==> config.mk <==
export PLATFORM = sky130hd
export DESIGN_NAME = uart_transmitter
export DESIGN_NICKNAME = d
export VERILOG_FILES = /design/src/rtl/uart_pkg.sv /design/src/rtl/uart_tick_counter.sv /design/src/rtl/uart_transmitter.sv
export SDC_FILE = /design/constraint.sdc
export NUM_CORES = 1
export LEC_CHECK = 0
export BUFFER_PORTS_ARGS = -buffer_cell sky130_fd_sc_hd__buf_2
export CORE_ASPECT_RATIO = 1.5
export CORE_MARGIN = 5
export CORE_UTILIZATION = 49
export DETAILED_ROUTE_END_ITERATION = 10
export GPL_ROUTABILITY_DRIVEN = 1
export HOLD_SLACK_MARGIN = 0.02
export PLACE_DENSITY = 0.74
export SLEW_MARGIN = 0
export SYNTH_ARGS = -nofsm -noshare
export SYNTH_HDL_FRONTEND = slang
export SYNTH_HIERARCHICAL = 1
export SYNTH_SLANG_ARGS = --single-unit
==> constraint.sdc <==
create_clock -name clk -period 2.9 [get_ports clk]
set_input_delay 0.29 -clock clk [delete_from_list [all_inputs] [get_ports clk]]
set_output_delay 0.29 -clock clk [all_outputs]
set_load 0.01 [all_outputs]
==> src/rtl/uart_pkg.sv <==
// Shared UART constants and frame-state encoding, used by the transmitter and receiver.
package uart_pkg;

  localparam int   DATA_BITS  = 8;
  localparam logic IDLE_LEVEL = 1'b1;

  localparam logic [2:0] ST_IDLE   = 3'd0;
  localparam logic [2:0] ST_START  = 3'd1;
  localparam logic [2:0] ST_DATA   = 3'd2;
  localparam logic [2:0] ST_PARITY = 3'd3;
  localparam logic [2:0] ST_STOP   = 3'd4;

  typedef enum logic [2:0] {
    IDLE   = ST_IDLE,
    START  = ST_START,
    DATA   = ST_DATA,
    PARITY = ST_PARITY,
    STOP   = ST_STOP
  } uart_state_e;

  // Even parity: the parity bit makes the total count of ones even.
  function automatic logic even_parity(input logic [DATA_BITS-1:0] d);
    return ^d;
  endfunction

endpackage

==> src/rtl/uart_tick_counter.sv <==
// Counts tx_clk_en ticks within one bit period and flags the period's final tick.
module uart_tick_counter #(
  parameter int WIDTH = 4
) (
  input  logic             clk,
  input  logic             rst,
  input  logic             clear,
  input  logic             tick,
  input  logic [WIDTH-1:0] limit,
  output logic             terminal
);

  logic [WIDTH-1:0] count;

  assign terminal = tick & ~clear & (count == limit);

  always_ff @(posedge clk) begin
    if (rst || clear) begin
      count <= '0;
    end else if (tick) begin
      count <= terminal ? '0 : count + 1'b1;
    end
  end

endmodule

==> src/rtl/uart_transmitter.sv <==
// UART transmitter with one-byte holding register; define UART_TX_PARITY_EN to add an even-parity bit.
module uart_transmitter
  import uart_pkg::*;
#(
  parameter int OVERSAMPLE = 16,
  parameter int STOP_BITS  = 1
) (
  input  logic       clk,
  input  logic       rst,
  input  logic       tx_clk_en,
  input  logic       tx_start,
  input  logic [7:0] tx_data,
  output logic       tx_line,
  output logic       tx_ready,
  output logic       tx_busy,
  output logic       tx_done
);

  localparam int STOP_TICKS = STOP_BITS * OVERSAMPLE;
  localparam int CNT_W      = $clog2(STOP_TICKS);

  uart_state_e          state;
  logic [DATA_BITS-1:0] hold_reg;
  logic [DATA_BITS-1:0] shift_reg;
  logic [2:0]           bit_idx;
  logic                 accept;
  logic                 bit_end;
  logic [CNT_W-1:0]     tick_limit;

  // The holding register is full exactly when tx_ready is low.
  assign accept     = tx_start & tx_ready;
  assign tick_limit = (state == STOP) ? CNT_W'(STOP_TICKS - 1) : CNT_W'(OVERSAMPLE - 1);

  uart_tick_counter #(
    .WIDTH (CNT_W)
  ) u_tick_counter (
    .clk      (clk),
    .rst      (rst),
    .clear    (state == IDLE),
    .tick     (tx_clk_en),
    .limit    (tick_limit),
    .terminal (bit_end)
  );

  // NOTE: sequential state uses non-blocking assignments only, so every branch
  // below sees the pre-edge values of state, tx_ready and bit_idx.
  always_ff @(posedge clk) begin
    if (rst) begin
      state     <= IDLE;
      tx_line   <= IDLE_LEVEL;
      tx_ready  <= 1'b1;
      tx_busy   <= 1'b0;
      tx_done   <= 1'b0;
      bit_idx   <= '0;
      hold_reg  <= '0;
      shift_reg <= '0;
    end else begin
      tx_done <= 1'b0;
      tx_busy <= (state != IDLE) || !tx_ready || accept;

      if (accept) begin
        hold_reg <= tx_data;
        tx_ready <= 1'b0;
      end

      case (state)
        IDLE: begin
          if (tx_clk_en && !tx_ready) begin
            shift_reg <= hold_reg;
            tx_ready  <= 1'b1;
            tx_line   <= ~IDLE_LEVEL;
            tx_busy   <= 1'b1;
            state     <= START;
          end
        end

        START: begin
          if (bit_end) begin
            bit_idx <= '0;
            tx_line <= shift_reg[0];
            state   <= DATA;
          end
        end

        DATA: begin
          if (bit_end) begin
            bit_idx <= bit_idx + 3'd1;
            if (bit_idx == 3'(DATA_BITS - 1)) begin
`ifdef UART_TX_PARITY_EN
              tx_line <= even_parity(shift_reg);
              state   <= PARITY;
`else
              tx_line <= IDLE_LEVEL;
              state   <= STOP;
`endif
            end else begin
              tx_line <= shift_reg[bit_idx + 3'd1];
            end
          end
        end

`ifdef UART_TX_PARITY_EN
        PARITY: begin
          if (bit_end) begin
            tx_line <= IDLE_LEVEL;
            state   <= STOP;
          end
        end
`endif

        STOP: begin
          if (bit_end) begin
            tx_done <= 1'b1;
            if (!tx_ready) begin
              // Queued byte starts immediately: no idle-high gap between frames.
              shift_reg <= hold_reg;
              tx_ready  <= 1'b1;
              tx_line   <= ~IDLE_LEVEL;
              state     <= START;
            end else begin
              tx_busy <= accept;
              state   <= IDLE;
            end
          end
        end

        default: begin
          tx_line <= IDLE_LEVEL;
          tx_busy <= !tx_ready || accept;
          bit_idx <= '0;
          state   <= IDLE;
        end
      endcase
    end
  end

endmodule

Word-level counts from Yosys, hierarchy flattened
Cells that the tools add are included.

Word-level logic and storage cells: 79. Output and inout bits: 4. Flip-flop bits (word level): 30. Input port bits: 12.

Reduce and logical (&&, ||, !) cells: 16. $lt $le $gt $ge: 1. Bitwise logic cells: 6. $add $sub $neg: 2. Equality and inequality tests: 11. Mux-type cells: 34.

Operator list (count): $mux 8 (3); $mux 3 (7); $mux 1 (16); $pmux 8 s2 (1); $pmux 3 s4 (1); $reduce_and 5->1 (2); $pmux 3 s3 (1); $eq 3x3->1 const B (2); $ne 2x1->1 const B (3); $ne 2x2->1 const B (3); $reduce_or 2->1 (3); $add 4x1->4 const B (1); $eq 4x4->1 const B (1); $logic_or 1x1->1 (4); $lt 3x4->1 const B (1); $mux 4 (1); $pmux 1 s4 (1); $reduce_and 4->1 (1); $add 3x1->3 const B (1); $and 1x1->1 (3); $bmux 1 s3 (1); $eq 3x1->1 const B (1); $eq 3x2->1 const B (1); $logic_not 3->1 (1); other kinds (8) (10).

Longest topological paths before layout
Depth in word-level cells: 6. Mapped depth: 10. Mapped depth without buffers: 7.

Modules after synthesis
The synthesis kept the hierarchy.

Modules (own cells, without submodules): uart_transmitter (area an instance 1171.1 um2, seq. area each 520.5 um2, cells each 133, instances 1); uart_tick_counter (area an instance 239.0 um2, seq. area each 80.1 um2, cells each 23, instances 1).

Worst setup path before layout
OpenSTA, ideal clock, no wires.

Path kind: reg2reg. Start: register state[0]. End: register tx_line. Cell stages (with the launch flop): 10. Data arrival time: 2.230 ns. Buffers on the path: 2. Setup slack: 0.536 ns. Setup time: 0.134 ns. Cell sequence: dfxtp_1 -> clkbuf_1 -> nor3_1 -> nor3b_2 -> and2_1 -> clkbuf_1 -> a21oi_1 -> a22o_1 -> a2111oi_0 -> a32oi_1.

Cells in the longest elaborated chain, start to end: 6.

Ends and longest elaborated chain: from (decl) (line uart_transmitter.sv:22) `uart_state_e state;`; from (signal assigned) (line uart_transmitter.sv:49) `state <= IDLE;`; from (signal assigned) (line uart_transmitter.sv:73) `state <= START;`; from (signal assigned) (line uart_transmitter.sv:81) `state <= DATA;`; $logic_not 3->1 * (line uart_transmitter.sv:39) `.clear (state == IDLE),`; $not 1->1 * (line uart_tick_counter.sv:15) `assign terminal = tick & ~clear & (count == limit);`; $and 1x1->1 * (2 in series) (line uart_tick_counter.sv:15); via bit_end (line uart_transmitter.sv:27) `logic bit_end;`; $ne 2x1->1 (no line); $reduce_and 5->1 (no line) *; to (signal assigned) (line uart_transmitter.sv:71) `tx_line <= ~IDLE_LEVEL;`; to (signal assigned) (line uart_transmitter.sv:80) `tx_line <= shift_reg[0];`; to (signal assigned) (line uart_transmitter.sv:97) `tx_line <= shift_reg[bit_idx + 3'd1];`; to (decl) (line uart_transmitter.sv:13) `output logic tx_line,`.

The timed path passes the listed nets; every way through them passes the cells marked *. A chain may end at the register's enable or synchronous reset.

Final worst setup path
Start: register state[1]. End: register tx_line.

Same word-level chain as after synthesis.

==> metrics.cfg <==
[placement]
dp_hpwl_mm = 1.86
dpl_cell_area_um2 = 1520
routabilityCongestion = 0.837
dp.cells = 203
pre_cts_ws_ns = 0.485
io_buffer_count = 15

[floorplanning]
rows = 23
die_y_um = 75.7
fp.dieW_um = 53.8
dieArea_um2 = 4070
core_um2 = 2730
initial_core_util_pct = 51.6
io_pins = 16

[worst_setup_path]
cp-end-kind = register
slowest_delay_ns = 0.58
crit_start = state[1]
cp_max_fo = 14
slowest_stage = dfxtp_1
critPathArrivalTime_ns = 2.58
worstPathRequired_ns = 3.06
cp-start-kind = register
critical-path-top-delay-family = compound AO/OA/AOI/OAI gates
path_cells = nor3_1, nor3b_2, and2_1, a21oi_1, a22o_1, a2111oi_0, a32oi_1
reg2reg_from = state[1]
path_buf_inv = 0
crit_type = register to register

[drt]
drt_pass1_iterations = 4
via_per_inst = 5.29
drcViolationCount = 0
ant_nets = 0
drt-initial-drc-count = 20
wl_mm = 2.53
wl_per_cell_um = 12.0
vias = 1116

[cts]
cts_resized = 0
clk_pin_slew_worst_paths_ns = 0.07
insertion_delay_ns = 0.29
cts_buffer_depth = 2
post-cts-setup-buffers = 0
numCtsBuffers = 5
cts_tree = built
cts_sinks = 30
htreeDepth = 2
root_buffer = clkbuf_8
hold_buffers = 0

[timing]
tns_ns = 0
maxSlewViolCount = 0
hold_viol_final = 0
post-route-period-util_pct = 83.6
setup_violations = 0
fmax_ghz = 0.413
clock_skew_ns = 0.00559
rsz0062_at_grt = false
finalWorstSetupSlack_ns = 0.476
whs_ns = 0.250
post-route-min-period_ns = 2.42

[final_layout]
antenna-diode-count = 0
n_fill_cell = 257
layout_commonest_cell = dfxtp_1
finalNonFillerCells = 211
final_nets = 188
synthToLayoutAreaGrowth_pct = 15.8
stdcell_area_um2 = 1630
post-route-util_pct = 59.7
final_cell_mix = 30 x dfxtp_1, 15 x buf_2, 14 x nor2_1, 14 x a21oi_1
drive_gt1_share_pct = 19.0

[grt]
grt_max_degree = 28
antenna_found_initial = 0
use_met3_pct = 4.31
grt_pass1_wl_mm = 4.42
grt_overflow_total = 0
grt.busiest_layer = met2
grtUsageMet1_pct = 15.7
grtUsageTotal_pct = 15.0
grt_use_met2_pct = 25.2
grt_pass1_vias = 1028

[power_and_ir_drop]
p_per_area_nw_per_um2 = 564
power_uw = 920
peakVddDrop_uv = 579
power.leakage_nw = 0.655

[worst_hold_path]
worstHoldStart = tx_data[6]
hp-class = primary input to register

[yosys]
synthCells = 156
yosysWarnings = 6
async_flop_share_pct = 0
synth_edf_count = 0
netlist_area_um2 = 1410
seq_area_frac_synth_pct = 42.6
avgSynthCellArea_um2 = 9.04
ys_types = 35
synthFlopType = dfxtp_1
synth_seq_cells = 30

[run]
max_cap_viol_count = 0

[outcome]
status = finished, final reports clean

-- layer usage --
layer	vias up	routed length [µm]
met4	0	58
met2	23	1310
met3	5	116
li1	575	-
met1	513	1050
met5	-	0
-- worst min-delay path, cell delays in order --
cell     delay (ns)
buf_2          0.09
nand3_1        0.05
a21oi_1        0.05
-- cell usage after synthesis, types with 2 or more instances --
master     n  area, µm²
nand4_1    2       12.5
o21ai_0    2       10.0
nor3_1     3       15.0
a211oi_1   5       37.5
nor3b_1    2       15.0
nand2_1   13       48.8
a21oi_1   14       70.1
clkbuf_1   8       30.0
nor2b_1    4       25.0
or3_1      2       12.5
mux2_2     4       45.0
and2_1     3       18.8
mux2i_1   13        130
dfxtp_1   30        601
ha_1       3       37.5
xor2_1     7       61.3
inv_1      3       11.3
nor2_1    14       52.6
nand3_1    8       40.0
-- worst paths after layout --
path	endpoint	slack [ns]	depth (start not counted)
setup / recovery	tx_line	0.48	7
hold / removal	hold_reg[6]	0.25	3
setup reg to reg	tx_line	0.48	7
hold reg to reg	hold_reg[6]	0.46	2
-- area by class of cell --
class | count | area (µm²) | area share, %
multi-input combinational | 116 | 771 | 47.2
clock buffer | 5 | 68.8 | 4.21
inverter | 3 | 11.3 | 0.690
timing repair buffer | 17 | 90.1 | 5.52
sequential | 30 | 601 | 36.8
tap | 37 | 46.3 | 2.84
clock inverter | 3 | 45.0 | 2.76
-- where the power goes --
part | total [mW] | internal, mW | leakage, nW | switching, mW
clock network | 0.417 | 0.255 | 0.0504 | 0.162
registers | 0.435 | 0.425 | 0.244 | 0.0102
logic | 0.0683 | 0.0303 | 0.361 | 0.0381
total | 0.920 | 0.711 | 0.655 | 0.210
-- kinds of logic (layout without fill, tap and decap cells) --
group                    after synthesis  count (layout)  share of synthesized area, %
AO/OA/AOI/OAI                         27              27                          11.8
XOR/XNOR                               8               8                          4.97
adder cells (fa/ha/maj)                3               3                          2.66
buffers and inverters                 13              28                          3.55
flip-flops                            30              30                          42.6
multiplexers                          18              18                          14.0
other                                  1               4                         0.266
AND/OR/NAND/NOR                       56              56                          20.1
No activity file was read; power rests on OpenSTA's default activity.
